`config.mk`:
```
export PLATFORM = sky130hd
export DESIGN_NAME = assoc_lru_cache
export DESIGN_NICKNAME = d
export VERILOG_FILES = /design/src/rtl/assoc_lru_cache.sv
export SDC_FILE = /design/constraint.sdc
export NUM_CORES = 2
export LEC_CHECK = 0
export ABC_AREA = 1
export CORE_MARGIN = 4
export CORE_UTILIZATION = 35
export DETAILED_ROUTE_END_ITERATION = 10
export PLACE_DENSITY = 0.55
export SYNTH_ARGS = -nofsm -noshare
export SYNTH_HDL_FRONTEND = slang
export SYNTH_SLANG_ARGS = --single-unit
```
`constraint.sdc`:
```
create_clock -name clk -period 5.3 [get_ports clk]
set_input_delay 0.53 -clock clk [delete_from_list [all_inputs] [get_ports clk]]
set_output_delay 0.53 -clock clk [all_outputs]
set_load 0.02 [all_outputs]
```
`src/rtl/assoc_lru_cache.sv`:
```
// Set-associative write-back cache with true-LRU ages and a blocking request FSM.
// Define CACHE_STATS_EN to add the 32-bit hit_count / miss_count outputs.
module assoc_lru_cache #(
    parameter int unsigned ADDR_WIDTH = 8,
    parameter int unsigned LINE_SIZE  = 32,
    parameter int unsigned SETS       = 16,
    parameter int unsigned WAYS       = 4
) (
    input  logic                  clk,
    input  logic                  rst,
    input  logic                  req_valid,
    output logic                  req_ready,
    input  logic                  req_wr,
    input  logic [ADDR_WIDTH-1:0] req_addr,
    input  logic [LINE_SIZE-1:0]  req_wdata,
    output logic                  rsp_valid,
    output logic                  rsp_hit,
    output logic [LINE_SIZE-1:0]  rsp_data,
    output logic                  fill_req,
    output logic [ADDR_WIDTH-1:0] fill_addr,
    input  logic                  fill_ack,
    input  logic [LINE_SIZE-1:0]  fill_data,
    output logic                  evict_valid,
    output logic [ADDR_WIDTH-1:0] evict_addr,
    output logic [LINE_SIZE-1:0]  evict_data,
    input  logic                  evict_ready
`ifdef CACHE_STATS_EN
    ,
    output logic [31:0]           hit_count,
    output logic [31:0]           miss_count
`endif
);
    localparam int unsigned IDX_W = $clog2(SETS);
    localparam int unsigned TAG_W = ADDR_WIDTH - IDX_W;
    localparam int unsigned AGE_W = $clog2(WAYS);
    localparam logic [AGE_W-1:0] AGE_MAX = AGE_W'(WAYS - 1);

    typedef enum logic [2:0] {IDLE, LOOKUP, EVICT, FILL, RESP} state_t;

    state_t                state_q;
    state_t                next_state;

    logic                  valid_q [SETS][WAYS];
    logic                  dirty_q [SETS][WAYS];
    logic [TAG_W-1:0]      tag_q   [SETS][WAYS];
    logic [LINE_SIZE-1:0]  data_q  [SETS][WAYS];
    logic [AGE_W-1:0]      age_q   [SETS][WAYS];

    logic                  r_wr;
    logic [ADDR_WIDTH-1:0] r_addr;
    logic [LINE_SIZE-1:0]  r_wdata;
    logic [AGE_W-1:0]      way_q;
    logic [IDX_W-1:0]      r_idx;
    logic [TAG_W-1:0]      r_tag;

    logic                  hit;
    logic [AGE_W-1:0]      hit_way;
    logic                  found_inv;
    logic [AGE_W-1:0]      victim;
    logic [AGE_W-1:0]      way_sel;
    logic                  touch;
    logic                  wr_line;
    logic                  line_dirty;
    logic [LINE_SIZE-1:0]  line_data;

    logic                  req_ready_d;
    logic                  rsp_valid_d;
    logic                  rsp_hit_d;
    logic [LINE_SIZE-1:0]  rsp_data_d;
    logic                  fill_req_d;
    logic [ADDR_WIDTH-1:0] fill_addr_d;
    logic                  evict_valid_d;
    logic [ADDR_WIDTH-1:0] evict_addr_d;
    logic [LINE_SIZE-1:0]  evict_data_d;

    assign r_idx = r_addr[IDX_W-1:0];
    assign r_tag = r_addr[ADDR_WIDTH-1:IDX_W];

    // Tag match, victim choice, next state and next registered output values
    always_comb begin
        next_state    = state_q;
        hit           = 1'b0;
        hit_way       = '0;
        found_inv     = 1'b0;
        victim        = '0;
        touch         = 1'b0;
        wr_line       = 1'b0;
        line_dirty    = 1'b0;
        line_data     = r_wdata;
        rsp_hit_d     = 1'b0;
        rsp_data_d    = '0;
        fill_addr_d   = '0;
        evict_addr_d  = '0;
        evict_data_d  = '0;

        for (int unsigned w = 0; w < WAYS; w++) begin
            if (valid_q[r_idx][AGE_W'(w)] && (tag_q[r_idx][AGE_W'(w)] == r_tag)) begin
                hit     = 1'b1;
                hit_way = AGE_W'(w);
            end
        end
        for (int unsigned w = 0; w < WAYS; w++) begin
            if (!valid_q[r_idx][AGE_W'(w)] && !found_inv) begin
                found_inv = 1'b1;
                victim    = AGE_W'(w);
            end
        end
        if (!found_inv) begin
            for (int unsigned w = 0; w < WAYS; w++) begin
                if (age_q[r_idx][AGE_W'(w)] == AGE_MAX) victim = AGE_W'(w);
            end
        end
        way_sel = (state_q == LOOKUP) ? (hit ? hit_way : victim) : way_q;

        case (state_q)
            IDLE: begin
                if (req_valid) next_state = LOOKUP;
            end
            LOOKUP: begin
                if (hit) begin
                    touch      = 1'b1;
                    rsp_hit_d  = 1'b1;
                    next_state = RESP;
                    if (r_wr) begin
                        wr_line    = 1'b1;
                        line_dirty = 1'b1;
                    end else begin
                        rsp_data_d = data_q[r_idx][hit_way];
                    end
                end else if (valid_q[r_idx][victim] && dirty_q[r_idx][victim]) begin
                    next_state = EVICT;
                end else if (!r_wr) begin
                    next_state = FILL;
                end else begin
                    touch      = 1'b1;
                    wr_line    = 1'b1;
                    line_dirty = 1'b1;
                    next_state = RESP;
                end
            end
            EVICT: begin
                if (evict_ready) begin
                    if (!r_wr) begin
                        next_state = FILL;
                    end else begin
                        touch      = 1'b1;
                        wr_line    = 1'b1;
                        line_dirty = 1'b1;
                        next_state = RESP;
                    end
                end
            end
            FILL: begin
                if (fill_ack) begin
                    touch      = 1'b1;
                    wr_line    = 1'b1;
                    line_data  = fill_data;
                    rsp_data_d = fill_data;
                    next_state = RESP;
                end
            end
            RESP: begin
                next_state = IDLE;
            end
            default: begin
                next_state = IDLE;
            end
        endcase

        req_ready_d   = (next_state == IDLE);
        rsp_valid_d   = (next_state == RESP);
        fill_req_d    = (next_state == FILL);
        evict_valid_d = (next_state == EVICT);
        if (next_state == EVICT) begin
            evict_addr_d = {tag_q[r_idx][way_sel], r_idx};
            evict_data_d = data_q[r_idx][way_sel];
        end
        if (next_state == FILL) fill_addr_d = r_addr;
    end

    // State, request capture, registered outputs, line status and ages
    always_ff @(posedge clk) begin
        if (!rst) begin
            state_q     <= IDLE;
            req_ready   <= 1'b1;
            rsp_valid   <= 1'b0;
            rsp_hit     <= 1'b0;
            rsp_data    <= '0;
            fill_req    <= 1'b0;
            fill_addr   <= '0;
            evict_valid <= 1'b0;
            evict_addr  <= '0;
            evict_data  <= '0;
            r_wr        <= 1'b0;
            r_addr      <= '0;
            r_wdata     <= '0;
            way_q       <= '0;
            for (int unsigned s = 0; s < SETS; s++) begin
                for (int unsigned w = 0; w < WAYS; w++) begin
                    valid_q[IDX_W'(s)][AGE_W'(w)] <= 1'b0;
                    dirty_q[IDX_W'(s)][AGE_W'(w)] <= 1'b0;
                    age_q[IDX_W'(s)][AGE_W'(w)]   <= AGE_W'(w);
                end
            end
        end else begin
            state_q     <= next_state;
            req_ready   <= req_ready_d;
            rsp_valid   <= rsp_valid_d;
            rsp_hit     <= rsp_hit_d;
            rsp_data    <= rsp_data_d;
            fill_req    <= fill_req_d;
            fill_addr   <= fill_addr_d;
            evict_valid <= evict_valid_d;
            evict_addr  <= evict_addr_d;
            evict_data  <= evict_data_d;
            if ((state_q == IDLE) && req_valid) begin
                r_wr    <= req_wr;
                r_addr  <= req_addr;
                r_wdata <= req_wdata;
            end
            if (state_q == LOOKUP) way_q <= way_sel;
            if (wr_line) begin
                valid_q[r_idx][way_sel] <= 1'b1;
                dirty_q[r_idx][way_sel] <= line_dirty;
            end
            // Accessed way becomes youngest; only younger ways age by one
            if (touch) begin
                for (int unsigned w = 0; w < WAYS; w++) begin
                    if (AGE_W'(w) == way_sel) begin
                        age_q[r_idx][AGE_W'(w)] <= '0;
                    end else if (age_q[r_idx][AGE_W'(w)] < age_q[r_idx][way_sel]) begin
                        age_q[r_idx][AGE_W'(w)] <= age_q[r_idx][AGE_W'(w)] + AGE_W'(1);
                    end
                end
            end
        end
    end

    // Tag and data storage carry no reset; valid bits qualify them
    always_ff @(posedge clk) begin
        if (wr_line) begin
            tag_q[r_idx][way_sel]  <= r_tag;
            data_q[r_idx][way_sel] <= line_data;
        end
    end

`ifdef CACHE_STATS_EN
    always_ff @(posedge clk) begin
        if (!rst) begin
            hit_count  <= '0;
            miss_count <= '0;
        end else if (state_q == LOOKUP) begin
            if (hit) hit_count  <= hit_count + 32'd1;
            else     miss_count <= miss_count + 32'd1;
        end
    end
`endif

endmodule

```
Word level (Yosys, flattened, before mapping)
Memory sizes are Yosys's and may differ from the RTL's. A register that Yosys moved wholly into a read port is not among the register bits.
Index checks and enable logic that the tools add are counted.

operators by class
  multiply operators = 0
  multiplexer cells = 133
  equal/unequal tests = 17
  reductions and logical operators = 24
  shift-type cells = 0
  bitwise operators = 7
  divide/modulo/power cells = 0
  $add $sub $neg = 4
  magnitude comparators = 8

operators with widths
  cell                   number
  $mux W32               10
  $bmux W32 S2           2
  $mux W128              1
  $mux W4                22
  $demux W32 S2          1
  $pmux W32 S2           1
  $mux W1                61
  $mux W2                17
  $mux W3                6
  $eq A4 B4 Y1           4
  $mux W16               1
  $eq A3 B2 Y1 const B   4
  $pmux W3 S4            1
  $logic_and A1 B1 Y1    10
  $ge A3 B3 Y1 const B   3
  $not A2 Y3             3
  $add A2 B1 Y2 const B  4
  $bmux W4 S2            1
  $demux W4 S2           1
  $eq A2 B2 Y1 const B   4
  $lt A2 B2 Y1           4
  $mux W8                1
  $reduce_or A4 Y1       2
  $reduce_or A8 Y1       1
  other kinds (15)       28

storage, ports and cells
  input bits = 78
  output and inout port bits = 85
  latch bits = 0
  register bits = 131
  logic and storage cells = 212
  memory bits (read-only) = 0
  bits in writable memories = 2560
  memories kept = 5

memory list
  name     depth  bits a word  rd ports  clocked after Yosys merged registers in  wr ports  RTL line  text
  data_q   16     128          1         1                                        1         46        logic [LINE_SIZE-1:0] data_q [SETS][WAYS];
  tag_q    16     16           1         1                                        1         45        logic [TAG_W-1:0] tag_q [SETS][WAYS];
  age_q    16     8            1         1                                        16        47        logic [AGE_W-1:0] age_q [SETS][WAYS];
  dirty_q  16     4            1         1                                        16        44        logic dirty_q [SETS][WAYS];
  valid_q  16     4            1         1                                        16        43        logic valid_q [SETS][WAYS];

Longest topological paths before layout
  depth in word-level cells = 29
  gate-level depth with buffers = 32
  depth with buffers taken out = 27

Least setup slack after synthesis
Ideal clock, no wire load.

  path kind = flip-flop to flip-flop
  start = register with a tool-made name
  end = memory data_q[9][100] (netlist bit), enable pin
  period minus slack after synthesis = 4.681 ns
  stages on the path, launching flop included = 26
  library setup time = 0.391 ns
  path slack = 0.619 ns
  data required time = 4.909 ns
  arrival = 4.290 ns
  path through = dfxtp_1 buf_4 inv_2 buf_6 buf_6 buf_4 buf_2 buf_2 buf_2 o21ai_0 o22ai_1 o21bai_1 o21ai_0 ha_1 nor4_4 nand2_1 nand2_1 nand2_1 nand3_1 nand2_1 nand3_2 nand3_4 a21oi_2 buf_4 nand2_1 inv_1

RTL lines
  what       RTL line
  to (decl)  46

==> impl_metrics.py <==
metrics = {
    "run_status": {
        "status": "finished clean",
    },
    "synthesis": {
        "yosysSeqAreaShare_pct": 73.0,
        "synth_area_leaders": "edfxtp_1 (69%), o21ai_0 (6.5%), nor2_1 (5.6%)",
        "synth_edf_count": 2495,
        "synth_ff_type": "edfxtp_1",
        "syn-num-nets": 8898,
        "ys_types": 51,
        "synth_cells": 8816,
        "synth_common_cells": "edfxtp_1 (2,495), nor2_1 (1,605), o21ai_0 (1,401)",
        "avgSynthCellArea_um2": 12.3,
        "synth_top_area_share_pct": 69.3,
        "synth.most_common_cell": "edfxtp_1",
        "ys_ff_latch": 2695,
        "syn_area_mm2": 0.108,
        "yosys_warnings": 0,
        "synth_top_cell_by_area": "edfxtp_1",
        "ys_async_sr_fraction_pct": 0,
    },
    "power": {
        "peakVddDrop_v": 0.000408,
        "p_leak_nw": 41.4,
        "p_per_area_mw_per_mm2": 539,
    },
    "sta": {
        "finalSetupViolations": 0,
        "worstMarginPinSlew_ns": 1.36,
        "finalHoldViolCount": 0,
        "fin_skew_ns": 0.0732,
        "hold_slack_ns": 0.179,
        "clock.fmax_ghz": 0.200,
        "rsz0062_at_grt": "false",
        "fin_crit_sh_pct": 94.5,
        "slew_headroom_pct": 9.09,
        "finalMaxSlewViolations": 0,
        "tns_ns": 0,
        "period_minus_slack_ns": 5.01,
    },
    "drt": {
        "viasPerCell": 5.65,
        "wire_per_inst_um": 27.5,
        "wl_met2_um": 171000,
        "drc": 0,
        "m1WireLength_um": 144000,
        "topRoutingLayerUsed": "met5",
        "ant_nets": 0,
        "wl_um": 365000,
        "vias": 75100,
        "wl_met3_um": 31700,
        "drtIter0Drc": 8913,
        "dr.pass1.iters": 6,
    },
    "global_route": {
        "grt_start_max_net_pins": 182,
        "grt_pass1_wl_um": 520000,
        "track_usage_pct": 22.2,
        "first_global_vias": 71700,
        "grt-ovfl-total": 0,
        "antenna_found_initial": 19,
    },
    "clocking": {
        "cts_tree": "done",
        "cts.clk_slew.worst_paths_ns": 0.06,
        "numClockSinks": 2695,
        "worst_skew_pair.late_latency_ns": 0.87,
        "cts-root-buf": "clkbuf_16",
        "clockBufferDepth": 4,
        "cts_made_buffers": 287,
        "h-tree-depth": 5,
        "cts_setup_buffers": 0,
    },
    "setup_path": {
        "critPathKind": "reg2reg",
        "cp.required_ns": 6.00,
        "reg2regPathDepth": 20,
        "r2r_slack_ns": 0.29,
        "endpoint_kind": "flop",
        "r2r_end": "rsp_data[15]$_SDFF_PN0_",
        "arrival_ns": 5.70,
        "path_max_fanout": 91,
        "start_kind": "flop",
    },
    "layout": {
        "n_fill_cell": 28500,
        "utilization_pct": 40.8,
        "syn_to_final_growth_pct": 15.8,
        "nets": 9030,
        "fin_cells": 13300,
        "design_area_mm2": 0.125,
        "drive_gt1_share_pct": 9.82,
    },
    "place": {
        "place_inst": 12800,
        "placed_cell_area_mm2": 0.116,
        "gp_congestion": 0.967,
        "port_buffers": 162,
        "hpwl_um": 218000,
    },
    "flow_run": {
        "drv_cap": 0,
    },
    "worst_hold_path": {
        "holdPathStages": 2,
        "hold_end": "dirty_q[8][1]$_SDFFCE_PN0P_",
        "hp-start": "rst",
        "hp-class": "in2reg",
    },
    "floorplan": {
        "ioPinCount": 163,
        "start_util_pct": 35.2,
        "fp.dieH_um": 564,
        "dieArea_mm2": 0.318,
        "core_mm2": 0.307,
        "fp-row-count": 203,
        "die_x_um": 564,
    },
}
-- critical path: stages (launching register included) --
cell      delay, ns
dfxtp_4        0.51
clkinv_8       0.41
buf_4          0.39
nand3_1        0.12
nand2_1        0.07
nand2_1        0.06
nand3_1        0.11
nand2_1        0.22
nand2_1        0.10
nor2_2         0.18
nand3_4        0.21
inv_2          0.12
nand2_1        0.06
nand2_2        0.07
buf_4          0.28
inv_2          0.12
buf_4          0.26
o21ai_0        0.78
o21ai_0        0.50
nand2_1        0.16
a21oi_1        0.07
-- logic make-up (layout without fill, tap and decap cells) --
family | count (synthesis) | after routing | share of synthesized area, %
other | 0 | 11 | 0
AO/OA/AOI/OAI | 2394 | 2394 | 13.1
buffers and inverters | 847 | 1202 | 3.26
adder cells (fa/ha/maj) | 4 | 4 | 0.0463
flip-flops | 2695 | 2695 | 73.0
AND/OR/NAND/NOR | 2876 | 2876 | 10.6
-- area by class of cell --
type	count	area [um2]	area share (%)
Antenna cell	11	27.5	0.0220
Clock buffer	374	7740	6.18
Clock inverter	138	1070	0.858
Inverter	189	744	0.595
Multi-Input combinational cell	5274	25800	20.6
Sequential cell	2695	78900	63.1
Tap cell	4100	5130	4.10
Timing Repair Buffer	501	5660	4.53
-- routing by layer --
| metal | global-route usage, % | vias to the layer above |
|---|---|---|
| met3 | 4.40 | 728 |
| met4 | 9.74 | 4 |
| li1 | - | 32700 |
| met5 | 0 | - |
| met2 | 35.7 | 3588 |
| met1 | 29.1 | 38100 |
-- report_power, final --
part | total (mW) | switching (mW) | internal [mW]
clock network | 19.2 | 8.31 | 10.9
logic | 22.2 | 16.8 | 5.47
registers | 26.0 | 0.399 | 25.6
-- state kept, by name, indices dropped and copies added, names as in the netlist, named ones only --
name and flops:
age_q 128, data_q 2048, dirty_q 64, evict_addr 8, evict_data 32, evict_valid 1
fill_addr 8, fill_req 1, r_addr 8, r_wdata 32, r_wr 1, req_ready 1
rsp_data 32, rsp_hit 1, rsp_valid 1, state_q 3, tag_q 256, valid_q 64
way_q 2
-- per-stage QoR --
step | worst slack (ns) | total power, mW
5_1_grt | 0.0533 | 70.0
3_5_place_dp | 0.193 | 48.3
4_1_cts | 0.132 | 67.4
3_3_place_gp | 0.198 | 48.2
6_report | 0.292 | 67.5
2_1_floorplan | 0.619 | 38.0
-- timing repair --
item,CTS,global route
gates resized for setup,0,4
setup endpoints to repair,0,1035
hold buffers,0,0
-- worst max-delay path by stage --
stage / end / slack (ns) / cells after the start
5_1_grt: data_q[3][67]$_DFFE_PP_ / 0.05 / 23
3_5_place_dp: evict_data[2]$_SDFF_PN0_ / 0.19 / 26
3_3_place_gp: evict_data[2]$_SDFF_PN0_ / 0.20 / 26
2_1_floorplan: data_q[9][100]$_DFFE_PP_ / 0.62 / 25
6_report: rsp_data[15]$_SDFF_PN0_ / 0.29 / 20
4_1_cts: data_q[12][64]$_DFFE_PP_ / 0.13 / 21
-- cell usage in the layout, fill, tap and decap left out, types with 8 or more instances in the layout --
cell | synthesis | layout
a211oi_1 | 8 | 8
a21oi_1 | 120 | 119
a221oi_1 | 30 | 30
a31oi_1 | 18 | 18
buf_12 | 0 | 119
buf_4 | 20 | 218
bufinv_16 | 0 | 11
clkbuf_1 | 449 | 72
clkbuf_16 | 0 | 294
clkbuf_8 | 0 | 8
clkdlybuf4s50_1 | 0 | 161
clkinv_1 | 0 | 51
clkinv_2 | 0 | 48
clkinvlp_4 | 0 | 13
dfxtp_1 | 200 | 192
diode_2 | 0 | 11
edfxtp_1 | 2495 | 2495
inv_1 | 176 | 110
inv_2 | 12 | 73
inv_6 | 0 | 8
nand2_1 | 872 | 836
nand2_2 | 12 | 31
nand2_4 | 2 | 19
nand3_1 | 357 | 356
nor2_1 | 1605 | 1600
o211ai_1 | 114 | 114
o21a_1 | 44 | 44
o21ai_0 | 1401 | 1400
o21ai_1 | 27 | 28
o221ai_1 | 253 | 253
o22ai_1 | 334 | 334
o32ai_1 | 11 | 11
(Power assumes the default switching activity.)
